[config.mk]
export PLATFORM = sky130hd
export DESIGN_NAME = uart_imem_loader
export DESIGN_NICKNAME = d
export VERILOG_FILES = /design/src/rtl/uart_imem_loader_pkg.sv /design/src/rtl/uart_imem_loader_byte_packer.sv /design/src/rtl/uart_imem_loader.sv
export SDC_FILE = /design/constraint.sdc
export NUM_CORES = 1
export LEC_CHECK = 0
export CAP_MARGIN = 20
export CORE_MARGIN = 2
export CORE_UTILIZATION = 55
export DETAILED_ROUTE_END_ITERATION = 10
export GPL_TIMING_DRIVEN = 1
export PLACE_DENSITY = 0.79
export SLEW_MARGIN = 20
export SYNTH_ARGS = -nofsm -noshare
export SYNTH_HDL_FRONTEND = slang
export SYNTH_SLANG_ARGS = --single-unit
[constraint.sdc]
create_clock -name clk -period 8.9 [get_ports clk]
set_clock_uncertainty 0.05 [all_clocks]
set_input_delay 1.78 -clock clk [delete_from_list [all_inputs] [get_ports clk]]
set_output_delay 1.78 -clock clk [all_outputs]
set_load 0.01 [all_outputs]
[src/rtl/uart_imem_loader_pkg.sv]
// Shared types and constants for the UART instruction-memory boot loader.
// Word assembly helpers live here so the packer and any checker agree on lane order.
package uart_loader_pkg;

    typedef enum logic [1:0] {
        ST_LOAD  = 2'd0,
        ST_DONE  = 2'd1,
        ST_ERROR = 2'd2
    } state_e;

    localparam int          BYTES_PER_WORD  = 4;
    localparam logic [31:0] DEF_END_WORD    = 32'hFFFF_FFFF;
    localparam int          DEF_TIMEOUT_CYC = 500000;

    // Little-endian lane insert: lane 0 is bits [7:0].
    function automatic logic [31:0] put_lane(input logic [31:0] word,
                                             input logic [1:0]  lane,
                                             input logic [7:0]  data);
        logic [31:0] res;
        res = word;
        res[{lane, 3'b000} +: 8] = data;
        return res;
    endfunction

endpackage

[src/rtl/uart_imem_loader_byte_packer.sv]
// Byte-lane packer: collects four received bytes into one little-endian word.
// word_ready_o/word_o are combinational so the owner can register the write one clock after the last byte.
module byte_packer
    import uart_loader_pkg::*;
(
    input  logic        clk,
    input  logic        resetn,
    input  logic        clr_i,
    input  logic        byte_valid_i,
    input  logic [7:0]  byte_i,
    output logic [1:0]  byte_idx_o,
    output logic [31:0] word_o,
    output logic        word_ready_o
);

    localparam logic [1:0] LAST_LANE = 2'(BYTES_PER_WORD - 1);

    logic [31:0] shift_q, shift_d;
    logic [1:0]  idx_q, idx_d;

    // Merge the incoming byte into its lane and decide the next packer state.
    always_comb begin
        shift_d      = shift_q;
        idx_d        = idx_q;
        word_o       = put_lane(shift_q, idx_q, byte_i);
        word_ready_o = byte_valid_i && !clr_i && (idx_q == LAST_LANE);
        if (clr_i) begin
            shift_d = 32'd0;
            idx_d   = 2'd0;
        end else if (byte_valid_i) begin
            if (idx_q == LAST_LANE) begin
                shift_d = 32'd0;
                idx_d   = 2'd0;
            end else begin
                shift_d = word_o;
                idx_d   = idx_q + 2'd1;
            end
        end else begin
            shift_d = shift_q;
            idx_d   = idx_q;
        end
    end

    // Packer state registers.
    always_ff @(posedge clk or negedge resetn) begin
        if (!resetn) begin
            shift_q <= 32'd0;
            idx_q   <= 2'd0;
        end else begin
            shift_q <= shift_d;
            idx_q   <= idx_d;
        end
    end

    assign byte_idx_o = idx_q;

endmodule

[src/rtl/uart_imem_loader.sv]
// Boot loader: streams UART bytes into instruction memory and holds the core in reset
// until a terminator word is received.
module uart_imem_loader
    import uart_loader_pkg::*;
#(
    parameter int                ADDR_W      = 10,
    parameter logic [ADDR_W-1:0] BASE_ADDR   = '0,
    parameter logic [31:0]       END_WORD    = DEF_END_WORD,
    parameter int                TIMEOUT_CYC = DEF_TIMEOUT_CYC
) (
    input  logic              clk,
    input  logic              resetn,
    input  logic              rx_valid,
    input  logic [7:0]        rx_data,
    input  logic              rx_break,
    input  logic              reload,
    output logic              imem_wr_en,
    output logic [ADDR_W-1:0] imem_wr_addr,
    output logic [31:0]       imem_wr_data,
    output logic              core_rst,
    output logic              write_done,
    output logic              load_error,
    output logic [ADDR_W:0]   word_count
);

    localparam int                CNT_W    = $clog2(TIMEOUT_CYC + 1);
    localparam logic [CNT_W-1:0]  TO_LAST  = CNT_W'(TIMEOUT_CYC - 1);
    localparam logic [CNT_W-1:0]  TO_ONE   = CNT_W'(1);
    localparam logic [ADDR_W-1:0] ADDR_ONE = ADDR_W'(1);
    localparam logic [ADDR_W:0]   WC_ONE   = (ADDR_W + 1)'(1);

    state_e            state_q, state_d;
    logic [ADDR_W-1:0] addr_q, addr_d;
    logic [CNT_W-1:0]  cnt_q, cnt_d;
    logic              wr_en_q, wr_en_d;
    logic [ADDR_W-1:0] wr_addr_q, wr_addr_d;
    logic [31:0]       wr_data_q, wr_data_d;
    logic              core_rst_q, core_rst_d;
    logic              done_q, done_d;
    logic              err_q, err_d;
    logic [ADDR_W:0]   wcnt_q, wcnt_d;

    logic        load_s, partial_s, timeout_s, pk_clr_s, pk_valid_s, word_ready_s;
    logic [1:0]  byte_idx_s;
    logic [31:0] word_s;

    // A BREAK only matters mid-word; in DONE/ERROR the packer is idle except for reload.
    always_comb begin
        load_s     = (state_q == ST_LOAD);
        partial_s  = (byte_idx_s != 2'd0);
        timeout_s  = load_s && partial_s && !rx_valid && (cnt_q == TO_LAST);
        pk_valid_s = load_s && rx_valid && !rx_break;
        pk_clr_s   = (load_s && rx_break && partial_s) || timeout_s || (!load_s && reload);
    end

    byte_packer u_packer (
        .clk          (clk),
        .resetn       (resetn),
        .clr_i        (pk_clr_s),
        .byte_valid_i (pk_valid_s),
        .byte_i       (rx_data),
        .byte_idx_o   (byte_idx_s),
        .word_o       (word_s),
        .word_ready_o (word_ready_s)
    );

    // Inter-byte idle counter: runs only while a word is partially assembled.
    always_comb begin
        if (!load_s || rx_valid || rx_break || !partial_s || (cnt_q == TO_LAST)) begin
            cnt_d = '0;
        end else begin
            cnt_d = cnt_q + TO_ONE;
        end
    end

    // Load FSM: word write / terminator / overflow handling and reload.
    always_comb begin
        state_d    = state_q;
        addr_d     = addr_q;
        wr_en_d    = 1'b0;
        wr_addr_d  = wr_addr_q;
        wr_data_d  = wr_data_q;
        core_rst_d = core_rst_q;
        done_d     = done_q;
        err_d      = err_q;
        wcnt_d     = wcnt_q;
        case (state_q)
            ST_LOAD: begin
                if (!word_ready_s) begin
                    state_d = ST_LOAD;
                end else if (word_s == END_WORD) begin
                    state_d    = ST_DONE;
                    core_rst_d = 1'b0;
                    done_d     = 1'b1;
                end else begin
                    wr_en_d   = 1'b1;
                    wr_addr_d = addr_q;
                    wr_data_d = word_s;
                    wcnt_d    = wcnt_q + WC_ONE;
                    // The last address is still written; the next word would have nowhere to go.
                    if (addr_q == '1) begin
                        state_d    = ST_ERROR;
                        err_d      = 1'b1;
                        core_rst_d = 1'b1;
                    end else begin
                        addr_d = addr_q + ADDR_ONE;
                    end
                end
            end
            ST_DONE, ST_ERROR: begin
                if (reload) begin
                    state_d    = ST_LOAD;
                    addr_d     = BASE_ADDR;
                    wcnt_d     = '0;
                    core_rst_d = 1'b1;
                    done_d     = 1'b0;
                    err_d      = 1'b0;
                end else begin
                    state_d = state_q;
                end
            end
            default: begin
                state_d    = ST_ERROR;
                core_rst_d = 1'b1;
                done_d     = 1'b0;
                err_d      = 1'b1;
            end
        endcase
    end

    // State, counters and registered outputs.
    always_ff @(posedge clk or negedge resetn) begin
        if (!resetn) begin
            state_q    <= ST_LOAD;
            addr_q     <= BASE_ADDR;
            cnt_q      <= '0;
            wr_en_q    <= 1'b0;
            wr_addr_q  <= '0;
            wr_data_q  <= 32'd0;
            core_rst_q <= 1'b1;
            done_q     <= 1'b0;
            err_q      <= 1'b0;
            wcnt_q     <= '0;
        end else begin
            state_q    <= state_d;
            addr_q     <= addr_d;
            cnt_q      <= cnt_d;
            wr_en_q    <= wr_en_d;
            wr_addr_q  <= wr_addr_d;
            wr_data_q  <= wr_data_d;
            core_rst_q <= core_rst_d;
            done_q     <= done_d;
            err_q      <= err_d;
            wcnt_q     <= wcnt_d;
        end
    end

    assign imem_wr_en   = wr_en_q;
    assign imem_wr_addr = wr_addr_q;
    assign imem_wr_data = wr_data_q;
    assign core_rst     = core_rst_q;
    assign write_done   = done_q;
    assign load_error   = err_q;
    assign word_count   = wcnt_q;

endmodule

Word level (Yosys, flattened, before mapping)
Index checks and enable logic that the tools add are counted.

cells by class
  bitwise logic cells = 1
  multiplexer cells = 37
  shifts and indexed selects = 2
  equal/unequal tests = 14
  add/subtract/negate cells = 5
  reductions and logical operators = 33

operators with widths
  operator                                                                  number
  32-bit two-way mux                                                        3
  10-bit two-way mux                                                        4
  11-bit two-way mux                                                        3
  32-bit bitwise mux                                                        1
  32-bit == test (second input constant)                                    1
  8-bit by 7-bit variable shift with 32-bit output (first input constant)   1
  8-bit by 7-bit indexed part select with 32-bit output                     1
  11-bit one-hot mux with 2 select lines                                    1
  10-bit one-hot mux with 2 select lines                                    1
  19-bit by 1-bit adder with 19-bit output (second input constant)          1
  19-bit == test (second input constant)                                    1
  19-bit two-way mux                                                        1
  2-bit two-way mux                                                         7
  1-bit two-way mux                                                         12
  11-bit by 1-bit adder with 11-bit output (second input constant)          1
  10-bit by 1-bit adder with 10-bit output (second input constant)          1
  10-bit == test (second input constant)                                    1
  1-bit logical AND                                                         10
  3-bit AND reduction                                                       3
  4-bit AND reduction                                                       2
  5-bit negator with 7-bit output                                           1
  1-bit logical OR                                                          6
  2-bit by 1-bit inequality test with 1-bit output (second input constant)  3
  2-bit inequality test (second input constant)                             3
  other kinds (14)                                                          23

word-level totals
  word-level logic and storage cells = 104
  input bits = 13
  bits in registers = 122

Longest topological paths before layout
  depth after elaboration = 11
  mapped depth = 15

Hierarchy
A second synthesis with hierarchy kept.

unflattened totals
  cells, all modules = 536
  area total of the unflattened synthesis = 6289.8 um^2

modules (own cells, without submodules)
  module            area each (um^2)  times used  cells an instance
  uart_imem_loader  4372.9            1           369
  byte_packer       1916.8            1           167

Least setup slack after synthesis
Ideal clock, no wire load.

  path type = input to register
  start = input port rx_data[3]
  end = register state_q[0]
  stages = 9
  buffers on the path = 3
  arrival = 3347 ps
  required time = 8728 ps
  setup slack = 5381 ps
  path through = clkbuf_1 > nand4_1 > a2111oi_2 > and4_1 > a21o_1 > buf_6 > buf_6 > o22ai_2 > a32o_1

between the ends
  cells in the longest elaborated chain, start to end = 6
  elaborated cells between the ends (all ways) = 8

RTL lines
  element                                                  RTL line                    RTL
  from (decl)                                              uart_imem_loader.sv:14      input logic [7:0] rx_data,
  8-bit by 7-bit indexed part select with 32-bit output *  uart_imem_loader_pkg.sv:21  res[{lane, 3'b000} +: 8] = data;
  32-bit bitwise mux *                                     uart_imem_loader_pkg.sv:21
  32-bit == test *                                         uart_imem_loader.sv:91      end else if (word_s == END_WORD) begin
  2-bit two-way mux                                        uart_imem_loader.sv:91
  2-bit two-way mux                                        uart_imem_loader.sv:89      if (!word_ready_s) begin
  2-bit one-hot mux with 2 select lines                    uart_imem_loader.sv:87      case (state_q)
  to (signal assigned)                                     uart_imem_loader.sv:145     state_q <= state_d;
  to (decl)                                                uart_imem_loader.sv:32      state_e state_q, state_d;

Every way passes the cells marked *; elsewhere a longest branch is shown, timed or not.
A chain may end at the register's enable or synchronous reset.

Worst setup path after layout
  start = input port rx_data[1]
  end = register wcnt_q[3] (netlist: word_count[3])

between the ends
  cells in the longest elaborated chain, start to end = 5

RTL lines
  element                                                RTL line                    RTL
  8-bit by 7-bit indexed part select with 32-bit output  uart_imem_loader_pkg.sv:21
  32-bit bitwise mux                                     uart_imem_loader_pkg.sv:21
  32-bit == test                                         uart_imem_loader.sv:91
  2-bit inequality test (no source line)                 n/a
  4-bit AND reduction (no source line)                   n/a
  to (signal assigned)                                   uart_imem_loader.sv:154     wcnt_q <= wcnt_d;
  to (decl)                                              uart_imem_loader.sv:41      logic [ADDR_W:0] wcnt_q, wcnt_d;

No other way between the ends.

==> metrics.yaml <==
status: "complete, no violations"
gp_congestion: 0.8559
met1_length_mm: 6.332
grt_overflow_total: 0
drc: 0
fillers: 873
grt_max_degree: 86
grt_util_all_layers_pct: 26.56
multiInputGateArea_sq_mm: 0.002694
cts_tree: "built"
io_pins: 70
grt_antenna_before_repair: 0
antenna-diode-count: 0
die_w_um: 108.3
clk_latency_ns: 0.52
slew_headroom_pct: 49.66
ff_latch_area_sq_mm: 0.003054
pwr_density_cell_mw_per_mm2: 238.2
wl_per_cell_um: 17.35
vias: 5058
highest_layer: "met4"
min_to: "imem_wr_addr[2]$_DFFE_PN0P_"
power_mw: 1.722
critical_path.max_stage_delay_ns: 0.60
crit_fanout: 72
synth_edf_count: 0
startpoint_type: "input pin"
synth.area.top_cells: "dfrtp_1 (51%), nand2_1 (7.1%), o21ai_0 (5.1%)"
r2r_setup_slack_ns: 4.71
synthFlopType: "dfrtp_1"
arrival_ns: 4.64
postCtsSetupBuffers: 0
tightest_slew_ns: 0.7550
nets: 707
cp.buffers_inverters: 2
fin_tns_setup_ns: 0
drive_gt1_share_pct: 7.050
crit_path_end_kind: "register"
wl_met2_mm: 6.901
grt_setup_unrepaired: "no"
drt_iter0_drc: 591
finalCriticalPeriod_ns: 4.330
placed_area_sq_mm: 0.006666
synthCells: 629
synth_sequential_area_ratio_pct: 51.02
hold_buffers: 0
holdCritStartpoint: "imem_wr_addr[2]$_DFFE_PN0P_"
cpLargestDelayFamily: "compound AO/OA/AOI/OAI gates"
worstRegToRegCells: 10
yosysTopAreaCell: "dfrtp_1"
synthToLayoutAreaGrowth_pct: 20.76
die_h_um: 108.3
yosysMostFrequentCell: "dfrtp_1"
report.final.hold_viol_count: 0
initial_core_util_pct: 55.71
cpMaxStageDelayCell: "clkdlybuf4s50_1"
ctsResizeCount: 0
wirelength_mm: 14.49
cts_buffers: 17
slew_violations: 0
crit_chain: "clkdlybuf4s50_1 > nor4bb_1 > a32oi_1 > nor3_1 > and4_1 > a21o_4 > inv_4 > a31oi_1 > a31oi_1"
cts-htree-levels: 4
synth_cell_types: 64
grt_pass1_vias: 4902
cap_violations: 0
post-route-period-util_pct: 48.65
fp.coreArea_sq_mm: 0.01075
grt_pass1_wl_mm: 24.17
critical_path.most_common_cell: "a31oi_1"
synth_nets: 653
whs_ns: 0.4249
clk_path_buf_depth: 2
clock-root-buffer: "clkbuf_8"
clock-sinks: 122
setup_viol: 0
instances_no_fill: 835
synth.top_cell.area_share_pct: 50.59
clkTransAtPathRegs_ns: 0.05
clock.fmax_mhz: 231.0
final_area_sq_mm: 0.007228
firstDrtPassIters: 5
r2r-end: "word_count[3]$_DFFE_PN0P_"
hold_class: "reg -> reg"
leakage_nw: 3.144
viasPerCell: 6.057
critPathKind: "in -> reg"
place_inst: 804
ys_seq_elements: 122
synthTopCellsByCount: "dfrtp_1 (121), nand2_1 (113), o21ai_0 (61), nor2_1 (44), a31oi_1 (33)"
ant_nets: 0
r2r-start: "u_packer.byte_idx_o[0]$_DFFE_PN0P_"
yosysWarnings: 0
syn_area_sq_mm: 0.005986
rows: 38
async_reset_ff_share_pct: 100.0
wl_met3_um: 876
port_buffers: 69
vdd_drop_max_uv: 252.5
die-area_sq_mm: 0.01173
crit_required_ns: 9.21
hold_path_depth: 2
place_hpwl_mm: 9.648
synth_area_per_cell_sq_um: 9.516
-- metrics by stage --
stage / utilization, % / worst slack, ns
global placement: 62.04 / 3.739
CTS: 67.16 / 4.176
detailed placement: 62.04 / 3.627
global route: 67.27 / 4.361
finish: 67.27 / 4.570
floorplan: - / 5.381
-- kinds of logic after synthesis --
family                   after synthesis  share of synthesized area [%]
flip-flops                           122                          51.02
multiplexers                           4                         0.6689
AND/OR/NAND/NOR                      266                          22.03
AO/OA/AOI/OAI                        159                          17.22
adder cells (fa/ha/maj)               11                          2.299
XOR/XNOR                              18                          2.634
buffers and inverters                 49                          4.118
-- layout make-up --
type                    count  area share [%]
inverters                  14          0.7616
multi-input cells         458           37.27
flip-flops and latches    122           42.25
clock buffers              22           6.266
clock inverters             9           1.350
repair buffers             70           9.676
well taps                 140           2.423
-- worst min-delay path: cells and delay by family (launching register included) --
kind	cells	cell delay, ns
flops	1	0.34
simple gates	2	0.10
-- state kept, by name (all words and copies together) (netlist names) --
register / count
addr_q: 10
write_done: 1
cnt_q: 19
imem_wr_addr: 10
imem_wr_data: 32
state_q: 2
u_packer.byte_idx_o: 2
u_packer.shift_q: 32
word_count: 11
load_error: 1
core_rst: 1
imem_wr_en: 1
-- layout by cell type, fill, tap and decap left out, drive strengths merged, types with 5 or more instances in the layout --
master,synthesis,routed
dfrtp,121,121
nand2,114,114
clkdlybuf4s50,0,68
o21ai,62,62
nor2,44,44
a31oi,34,34
nand3,24,24
clkbuf,14,22
nor2b,20,20
a21oi,15,15
inv,14,14
and3,13,13
xor2,12,12
ha,11,11
nor4,9,9
nor3,9,9
a22oi,8,8
nand4,7,7
xnor2,6,6
clkinv,0,6
and4,5,5
o21bai,5,5
a22o,5,5
-- metal layers --
metal	track usage, %	vias up
met5	0	-
met2	41.28	200
met1	35.93	2477
met3	6.872	41
li1	-	2340
met4	10.35	0
-- power breakdown --
group	internal (mW)	total (mW)	switching, mW
Combinational	0.144	0.433	0.289
Sequential	0.598	0.643	0.0453
Clock	0.408	0.646	0.238
-- worst max-delay path by stage --
stage | startpoint | end | slack (ns) | depth (start not counted)
floorplan | rx_data[3] | state_q[0]$_DFFE_PN0P_ | 5.38 | 9
global placement | rx_data[1] | word_count[3]$_DFFE_PN0P_ | 3.74 | 9
detailed placement | rx_data[1] | word_count[7]$_DFFE_PN0P_ | 3.63 | 9
CTS | rx_data[1] | word_count[2]$_DFFE_PN0P_ | 4.18 | 9
global route | rx_data[1] | word_count[2]$_DFFE_PN0P_ | 4.36 | 9
finish | rx_data[1] | word_count[3]$_DFFE_PN0P_ | 4.57 | 9
No activity file was read; power rests on OpenSTA's default activity.
==> edit, RTL diff (same flow settings) <==
Set the parameter `ADDR_W` to 11 (it was 10).
--- a/src/rtl/uart_imem_loader.sv
+++ b/src/rtl/uart_imem_loader.sv
@@ -5,3 +5,3 @@
 #(
-    parameter int                ADDR_W      = 10,
+    parameter int                ADDR_W      = 11,
     parameter logic [ADDR_W-1:0] BASE_ADDR   = '0,
Ports: changed (resized imem_wr_addr and word_count); port bits go from 70 to 72. The function was not compared with the original's and may differ.
==> edit against the original RTL <==
Total power grew 7.1%; cell area grew 2.5%; global-route usage grew 0.15 points; sequential cell count grew 3; worst setup slack lost 340 ps; via count grew 2.7%; area after synthesis grew 3.1%; wire length grew 1.8%; critical endpoint is now addr_q[6]; largest cell class unchanged; largest power group is now registers; highest routed layer unchanged.
==> edit: results (changes against the original RTL) <==
- The run finished with clean final reports.
- The final wirelength came to 14700 microns (+1.8%).
- The arrival time at the worst endpoint is 5060 ps (+420 ps).
- The net switching fraction of the power is 34.9% (+1.6 points).
- The total of hold buffers inserted after clock tree synthesis is 0 (unchanged).
- The share of synthesized flip-flops with an asynchronous set or reset came to 100% (unchanged).
- The reg-to-reg setup timing slack was 4500 ps (-210 ps).
- The number of buffers on the longest clock path came to 2 (unchanged).
- The post-CTS setup repair buffer count is 0 (unchanged).
- The number of gates given a new drive strength after cts is 0 (unchanged).
- The final instance area is 7410 sq um (+2.5%).
- The port buffer count is 71 (+2.9%).
- The placer's final routability congestion estimate is 0.874 (+2.1%).
- The first-pass GRT wire length is 24600 microns (+2.0%).
- The register clock-pin slew on the reported worst setup and hold paths is approximately 60 ps.
- The worst reg2reg path depth is 9 (-1).
- The number of global-route vias before repair is 5059 (+3.2%).
- After synthesis, the most frequently instantiated cells are 124 x sky130_fd_sc_hd__dfrtp_1, 85 x sky130_fd_sc_hd__nand2_1, 81 x sky130_fd_sc_hd__o21ai_0.
- The later-pin clock latency in the skew report is 540 ps (+20 ps).
- The standard cell area after detailed placement is 6890 sq um (+3.3%).
- The initial antenna violation count is 0 (unchanged).
- The launch point of the critical path is rx_data[3].
- The part of the Yosys area used for sequential elements is 50.7% (-0.31 points).
- The clock tree root buffer cell is sky130_fd_sc_hd__clkbuf_8.
- The maximum number of pins on one net before global-route repair was 86 (unchanged).
- By area the synthesized netlist is led by sky130_fd_sc_hd__dfrtp_1 50%, sky130_fd_sc_hd__o21ai_0 6.6%, sky130_fd_sc_hd__nand2_1 5.2%.
- The first-pass detailed-route iteration total is 5 (unchanged).
- The worst hold path class is reg -> reg.
- The level count of the clock H-tree came to 4 (unchanged).
- The leakage power is 3.07 nW (-2.3%).
- The maximum fanout encountered on the critical timing path is 14 (-81%).
- The number of nets in the finished design is 734 (+3.8%).
- The number of distinct library cells after synthesis was 53 (-17%).
- The total CTS buffers was 17 (unchanged).
- The global-route usage over all layers is 26.7% (+0.15 points).
- The total half-perimeter wirelength after legalization and detailed placement was 9830 microns (+1.9%).
- The violation count after the first detailed-routing iteration is 443 (-25%).
- The share of cells above drive strength 1 was 4.98% (-2.1 points).
- The number of inserted filler cells in the final layout is 828 (-5.2%).
- The critical path ends at addr_q[6].
- The maximum VDD drop is 0.158 mV (-38%).
- The startpoint identified for the worst register-to-register timing path is u_packer.byte_idx_o[0].
- The final count of negative-setup-slack endpoints is 0 (unchanged).
- The net count after synthesis was 682 (+4.4%).
- The max-slew headroom at the worst pin was 34.7% (-15 points).
- The number of antenna repair diodes came to 0 (unchanged).
- The via count came to 5195 (+2.7%).
- The number of synthesis warnings is 0 (unchanged).
## edit: cell types whose count changed after synthesis, sizes merged, moves of 7 or more
cell	before	now
o21ai	62	90
a31oi	34	21
inv	14	21
a22oi	8	0
nand2	114	85
mux2i	4	12
clkbuf	14	23
nor2b	20	42
## edit: worst min path at each step
stage	startpoint	endpoint	slack [ps]	depth (start not counted)
CTS	u_packer.shift_q[21]	u_packer.shift_q[21]	430	2
finish	u_packer.shift_q[1]	u_packer.shift_q[1]	430	2
detailed placement	u_packer.shift_q[21]	u_packer.shift_q[21]	420	2
global route	imem_wr_data[6]	imem_wr_data[6]	450	2
global placement	u_packer.shift_q[31]	u_packer.shift_q[31]	410	2
floorplan	u_packer.shift_q[11]	u_packer.shift_q[11]	390	2
## edit: cells by family (layout without fill, tap and decap cells)
logic type                 after synthesis  in the layout  synth area share [%]
and+or+nand+nor                        252            252                  20.5
muxes                                   13             13                  2.13
adders and majority gates               11             11                  2.23
buffers and inverters                   61            126                  4.34
xor gates and xnor gates                16             16                  2.27
AOI/OAI and AO/OA                      180            180                  17.8
DFF                                    125            125                  50.7
## edit: power by group through the flow
stage | clock network, mW | registers, mW | logic, mW
6_report | 0.613 | 0.706 | 0.525
5_1_grt | 0.648 | 0.717 | 0.577
4_1_cts | 0.621 | 0.705 | 0.521
3_5_place_dp | 0 | 0.712 | 0.518
3_3_place_gp | 0 | 0.708 | 0.506
2_1_floorplan | 0 | 0.710 | 0.353
## edit: area by class of cell
| type | count | area share (%) |
|---|---|---|
| clock inverters | 8 | 0.912 |
| repair buffers | 73 | 9.77 |
| well taps | 140 | 2.37 |
| flip-flops and latches | 125 | 42.3 |
| clock buffers | 24 | 6.08 |
| inverters | 21 | 1.06 |
| multi-input cells | 472 | 37.6 |
## edit: metal layers
metal  vias to the layer above  GRT usage [%]  wire length (microns)
met1                      2505           35.6                   6440
met3                        49           6.34                    815
met4                         0           14.3                    516
li1                       2428              -                      -
met2                       213           40.4                   6980
met5                         -              0                      0
## edit: worst max-delay path, stage by stage
cell and delay (ps):
sky130_fd_sc_hd__clkdlybuf4s50_1 580, sky130_fd_sc_hd__nor2b_1 310, sky130_fd_sc_hd__a31oi_1 190, sky130_fd_sc_hd__nor4_1 330
sky130_fd_sc_hd__nand4_1 350, sky130_fd_sc_hd__nor2_2 740, sky130_fd_sc_hd__o21ai_1 450, sky130_fd_sc_hd__o221ai_1 330
## edit: metrics by stage
stage,std cells,setup WS [ps]
after CTS,863,4250
after detailed placement,831,3680
final,863,4230
after global placement,831,3850
after floorplan,658,5390
after global routing,863,3970
